**config.mk**
```make
export PLATFORM = sky130hd
export DESIGN_NAME = uart_rx_8n1
export DESIGN_NICKNAME = d
export VERILOG_FILES = /design/src/rtl/uart_rx_8n1.sv
export SDC_FILE = /design/constraint.sdc
export NUM_CORES = 1
export LEC_CHECK = 0
export CELL_PAD_IN_SITES_DETAIL_PLACEMENT = 1
export CELL_PAD_IN_SITES_GLOBAL_PLACEMENT = 1
export CORE_ASPECT_RATIO = 1.2
export CORE_MARGIN = 2
export CORE_UTILIZATION = 47
export DETAILED_ROUTE_END_ITERATION = 10
export PLACE_DENSITY = 0.77
export SYNTH_ARGS = -nofsm -noshare
export SYNTH_HDL_FRONTEND = slang
export SYNTH_SLANG_ARGS = --single-unit
```
**constraint.sdc**
```tcl
create_clock -name clk -period 2.4 [get_ports clk]
set_input_delay 0.24 -clock clk [delete_from_list [all_inputs] [get_ports clk]]
set_output_delay 0.24 -clock clk [all_outputs]
set_load 0.02 [all_outputs]
```
**src/rtl/uart_rx_8n1.sv**
```systemverilog
// uart_rx_8n1: 8N1 asynchronous serial receiver with 16x oversampling.
// RX is synchronized through two flops, then a start/data/stop FSM samples
// the line at mid-bit. It uses a tick generator that restarts on every start edge.
// The optional macro UART_RX_FRAME_CHECK_EN discards frames whose stop bit
// samples low. Without the macro, every frame that reaches the stop bit is delivered.
module uart_rx_8n1 #(
    parameter int CLK_FREQ   = 50_000_000,
    parameter int BAUD       = 9600,
    parameter int OVERSAMPLE = 16
) (
    input  logic       clk,
    input  logic       rst,
    input  logic       RX,
    output logic [7:0] DATA,
    output logic       STATUS
);

    // clocks per 16x tick; OVERSAMPLE is expected to stay at 16
    localparam int DIV = CLK_FREQ / (BAUD * OVERSAMPLE);
    localparam int TW  = (DIV > 1) ? $clog2(DIV) : 1;
    localparam logic [TW-1:0] DIV_LAST = TW'(DIV - 1);

    typedef enum logic [1:0] {
        S_IDLE,
        S_START,
        S_DATA,
        S_STOP
    } state_t;

    state_t          state, state_nx;
    logic            rx_m, rx_s, rx_d;
    logic [TW-1:0]   tcnt;
    logic            tick, tclr;
    logic [3:0]      scnt, scnt_nx;
    logic [2:0]      bidx, bidx_nx;
    logic [7:0]      shreg, shreg_nx;
    logic [7:0]      data_nx;
    logic            status_nx;

    assign tick = (tcnt == DIV_LAST);

    // two-flop synchronizer plus one delayed copy for falling-edge detection
    always_ff @(posedge clk or negedge rst) begin
        if (!rst) begin
            rx_m <= 1'b1;
            rx_s <= 1'b1;
            rx_d <= 1'b1;
        end else begin
            rx_m <= RX;
            rx_s <= rx_m;
            rx_d <= rx_s;
        end
    end

    // 16x tick counter, re-phased to the frame when a start edge is seen
    always_ff @(posedge clk or negedge rst) begin
        if (!rst) begin
            tcnt <= '0;
        end else if (tclr || tick) begin
            tcnt <= '0;
        end else begin
            tcnt <= tcnt + TW'(1);
        end
    end

    // FSM state, counters, shift register and output registers
    always_ff @(posedge clk or negedge rst) begin
        if (!rst) begin
            state  <= S_IDLE;
            scnt   <= '0;
            bidx   <= '0;
            shreg  <= '0;
            DATA   <= '0;
            STATUS <= 1'b0;
        end else begin
            state  <= state_nx;
            scnt   <= scnt_nx;
            bidx   <= bidx_nx;
            shreg  <= shreg_nx;
            DATA   <= data_nx;
            STATUS <= status_nx;
        end
    end

    // next-state logic: mid-start check, 16-tick data/stop sampling
    always_comb begin
        state_nx  = state;
        scnt_nx   = scnt;
        bidx_nx   = bidx;
        shreg_nx  = shreg;
        data_nx   = DATA;
        status_nx = 1'b0;
        tclr      = 1'b0;
        case (state)
            S_IDLE: begin
                if (rx_d && !rx_s) begin
                    tclr     = 1'b1;
                    scnt_nx  = '0;
                    state_nx = S_START;
                end
            end
            S_START: begin
                if (tick) begin
                    if (scnt == 4'd7) begin
                        scnt_nx = '0;
                        if (rx_s) begin
                            // line went back high before mid start bit: glitch
                            state_nx = S_IDLE;
                        end else begin
                            bidx_nx  = '0;
                            state_nx = S_DATA;
                        end
                    end else begin
                        scnt_nx = scnt + 4'd1;
                    end
                end
            end
            S_DATA: begin
                if (tick) begin
                    // 4-bit counter wraps 15 -> 0, giving one sample per 16 ticks
                    scnt_nx = scnt + 4'd1;
                    if (scnt == 4'd15) begin
                        shreg_nx[bidx] = rx_s;
                        bidx_nx        = bidx + 3'd1;
                        if (bidx == 3'd7) begin
                            state_nx = S_STOP;
                        end
                    end
                end
            end
            S_STOP: begin
                if (tick) begin
                    scnt_nx = scnt + 4'd1;
                    if (scnt == 4'd15) begin
                        state_nx = S_IDLE;
`ifdef UART_RX_FRAME_CHECK_EN
                        if (rx_s) begin
                            data_nx   = shreg;
                            status_nx = 1'b1;
                        end
`else
                        data_nx   = shreg;
                        status_nx = 1'b1;
`endif
                    end
                end
            end
            default: begin
                state_nx = S_IDLE;
            end
        endcase
    end

endmodule

```
==> Yosys cells after proc, flatten, opt, wreduce, memory -nomap -nowiden <==
Cells that the tools add are included.
{ "op_classes": {"add_sub_neg": 3, "n_lt_le_gt_ge": 2, "n_eq_ne": 17, "muxes": 30, "reduce_logical": 12} }
{ "ops": {"columns": ["operator", "count"], "rows": [
  ["2-bit two-way mux", 9],
  ["2-bit inequality test (second input constant)", 9],
  ["4-bit two-way mux", 4],
  ["3-bit two-way mux", 5],
  ["4-bit one-hot mux with 3 select lines", 1],
  ["9-bit by 1-bit adder with 9-bit output (second input constant)", 1],
  ["9-bit == test (second input constant)", 1],
  ["9-bit two-way mux", 1],
  ["3-bit AND reduction", 3],
  ["8-bit bitwise mux", 1],
  ["2-bit one-hot mux with 4 select lines", 1],
  ["8-bit AND reduction", 1],
  ["1-bit two-way mux", 6],
  ["3-bit one-hot mux with 2 select lines", 1],
  ["6-bit AND reduction", 1],
  ["4-bit by 1-bit adder with 4-bit output (second input constant)", 1],
  ["2-bit == test (second input constant)", 2],
  ["4-bit by 3-bit == test with 1-bit output (second input constant)", 1],
  ["4-bit == test (second input constant)", 1],
  ["3-bit by 4-bit less-than comparator with 1-bit output (second input constant)", 1],
  ["3-bit by 1-bit adder with 3-bit output (second input constant)", 1],
  ["1-bit demux with 3-bit select", 1],
  ["3-bit == test (second input constant)", 1],
  ["3-bit by 1-bit >= comparator with 1-bit output (second input constant)", 1],
  ["8 further kinds", 9]
]} }
{ "word_totals": {"reg_bits": 38, "inputBits": 3, "out_inout_bits": 9, "word_cells": 74} }

==> Logic depth before layout (Yosys ltp) <==
{ "depth": {"depth_word": 6, "ltp_mapped": 8} }

==> Worst setup path after synthesis <==
Ideal clock, no wire load.
{ "synth_timing": {"kind": "flip-flop to flip-flop", "startpoint": "register bidx[1]", "endpoint": "register with a tool-made name", "arrival_ns": 1.699, "required_ns": 2.275, "slack_ns": 0.577, "stages_incl_launch_ff": 7, "n_path_buf": 0, "cell_sequence": "dfrtp_1 > ha_1 > ha_1 > or2_2 > a211oi_1 > nor3_1 > mux2_2"} }
{ "synth_lines": {"columns": ["element", "line_no", "text"], "rows": [
  ["start, declared", "35", "logic [2:0] bidx, bidx_nx;"],
  ["start signal, assigned", "78", "bidx <= bidx_nx;"]
]} }

==> flow_summary.ini <==
[run_status]
status = finished clean

[place]
io_buffers = 11
dp_hpwl_um = 2620
routabilityCongestion = 0.746

[timing]
min_period_over_period_pct = 82.8
maxSlewViolCount = 0
finalHoldViolCount = 0
relSlewSlack_pct = 44.5
min_period_ns = 1.99
finClkSkew_ns = 0.00982
fmax_mhz = 503
max_slew.worst_pin.slew_ns = 0.832
rsz0062_at_grt = no
final-setup-viol-count = 0
fin_tns_setup_ns = 0

[routing]
routed_wl_um = 3700
antenna_left = 0
drt_iter0_drc = 57
drc = 0
routed_via_density = 5.40
dr.pass1.iters = 4
via_count = 1231
wire_per_inst_um = 16.2

[logic_synthesis]
ys.flop_type = dfrtp_1
postSynthAreaPerCell_um2 = 11.5
synthTopCellsByArea = dfrtp_1 47%, mux2_2 11%, dfstp_2 4.3%
yosys.area.top_type = dfrtp_1
async_flop_share_pct = 100
yosys.cell_count.top_type = dfrtp_1
synth-edff-count = 0
yosys_register_bits = 38
synth_top_area_share_pct = 47.3
synth_common_cells = 35 x dfrtp_1, 18 x mux2_2, 17 x nor2_1
synth.yosys.seq_area_share_pct = 51.6
yosys_warnings = 0
syn_nets = 169
mappedNetlistArea_um2 = 1850
syn-instance-count = 161
synth_cell_types = 39

[clock_tree]
cts_max_level = 2
numClockSinks = 38
cts-buffers-inserted = 5
cts_tree = built
root_buffer = clkbuf_8
clk_pin_slew_ns = 0.07
clockBufferDepth = 2
insertion_delay_ns = 0.28
cts_resized = 0
ctsHoldBuffers = 0
post_cts_buffers = 0

[cells_and_area]
ff_latch_area_um2 = 955
post-route-util_pct = 53.5
drive_gt1_share_pct = 21.3
nFillCells = 421
n_antenna_cell = 0
area_growth_pct = 11.2
layout.nets = 181
multi_input_area_um2 = 841

[critical_path]
cp_top_family = flip-flops
max_stage_delay_ns = 0.47
worstPathArrival_ns = 2.15
r2r_cells = 6
cpMaxStageDelayCell = dfrtp_1
cp.depth = 6
worst-setup-path-type = reg -> reg
path_buf_inv = 0
required_ns = 2.56
crit_fanout = 9
crit_top_cell = ha_1
worstSetupEndpointType = register
startpoint_type = register
path_cells = ha_1 > ha_1 > or2_2 > a211oi_1 > nor3_1 > mux2_2
reg2reg_from = bidx[1]
r2r_slack_ns = 0.41
crit_path_start = bidx[1]

[flow_run]
cap_violations = 0

[die]
die_x_um = 61.3
ioPinCount = 12
fp-row-count = 25
die_h_um = 72.8
core_area_um2 = 3850
initial_core_util_pct = 48.1
die_area_um2 = 4460

[power]
power.leakage_nw = 0.963
ir_worst_vdd_uv = 474
powerDensity_nw_per_um2 = 724

[global_route]
grt_max_degree = 39
grt_use_total_pct = 19.3
antenna_found_initial = 0
overflow = 0
grt_pass1_wl_um = 6340
grt_pass1_vias = 1335

[min_path]
hold_class = in -> async
## report_power, final
| part | internal, mW | switching [mW] | total [mW] |
|---|---|---|---|
| Sequential | 0.701 | 0.107 | 0.809 |
| Combinational | 0.120 | 0.151 | 0.271 |
| Clock | 0.206 | 0.206 | 0.412 |
## how the worst min path moves through the flow
stage / end / slack (ns) / cells past startpoint / start
after floorplan: DATA[0] / -0.06 / 0 / rst
after global placement: rx_s / 0.35 / 0 / rx_m
after detailed placement: rx_s / 0.35 / 0 / rx_m
after CTS: tcnt[2] / 0.08 / 1 / rst
after global routing: tcnt[2] / 0.11 / 1 / rst
final: tcnt[2] / 0.05 / 1 / rst
## metrics by stage
stage               total power [mW]  std cells  hold WS [ns]  setup WS, ns  area [um2]
floorplan                       1.02        161       -0.0556         0.577        1850
global placement                1.06        220         0.346         0.540        1980
detailed placement              1.10        220         0.349         0.416        1980
CTS                             1.51        228        0.0840         0.410        2060
global route                    1.59        228         0.114         0.255        2060
finish                          1.49        228        0.0513         0.412        2060
## cell type report
class | count | share of cell area (%)
Clock buffer | 8 | 3.89
Inverter | 3 | 0.547
Sequential cell | 38 | 46.4
Multi-Input combinational cell | 114 | 40.8
Timing Repair Buffer | 11 | 5.10
Tap cell | 54 | 3.28
## layout by cell type (no fill, tap or decap), drive strengths merged, types with 2 or more instances in the layout
cell	n
dfstp	3
xnor2	5
nor2	17
o21bai	2
nand3b	6
nand4	3
or2	4
xor2	2
o21ai	4
inv	3
nor3	13
nand2	9
clkdlybuf4s50	10
and4b	2
a22o	4
nand3	6
mux2	18
a211oi	2
ha	5
nor4b	2
clkbuf	8
dfrtp	35
## cell families after synthesis
kind of cell	share of synthesized area, %
and+or+nand+nor	21.8
DFF	51.6
muxes	10.9
AOI/OAI and AO/OA	6.01
buffers and inverters	3.04
xor gates and xnor gates	3.31
adders and majority gates	3.38
## flip-flops by register name (all words and copies together), names as in the netlist, named ones only
signal	flops
rx_s	1
shreg	8
state	1
rx_d	1
STATUS	1
tcnt	9
bidx	3
rx_m	1
scnt	4
DATA	8
## metal layers
layer  GRT usage, %  up-vias  wire (um)
met2           32.9       14       1910
met1           23.8      615       1650
met4           5.07        0         39
met3           4.96        5         96
li1               -      597          -
met5              0        -          0
No activity file was read; power rests on OpenSTA's default activity.
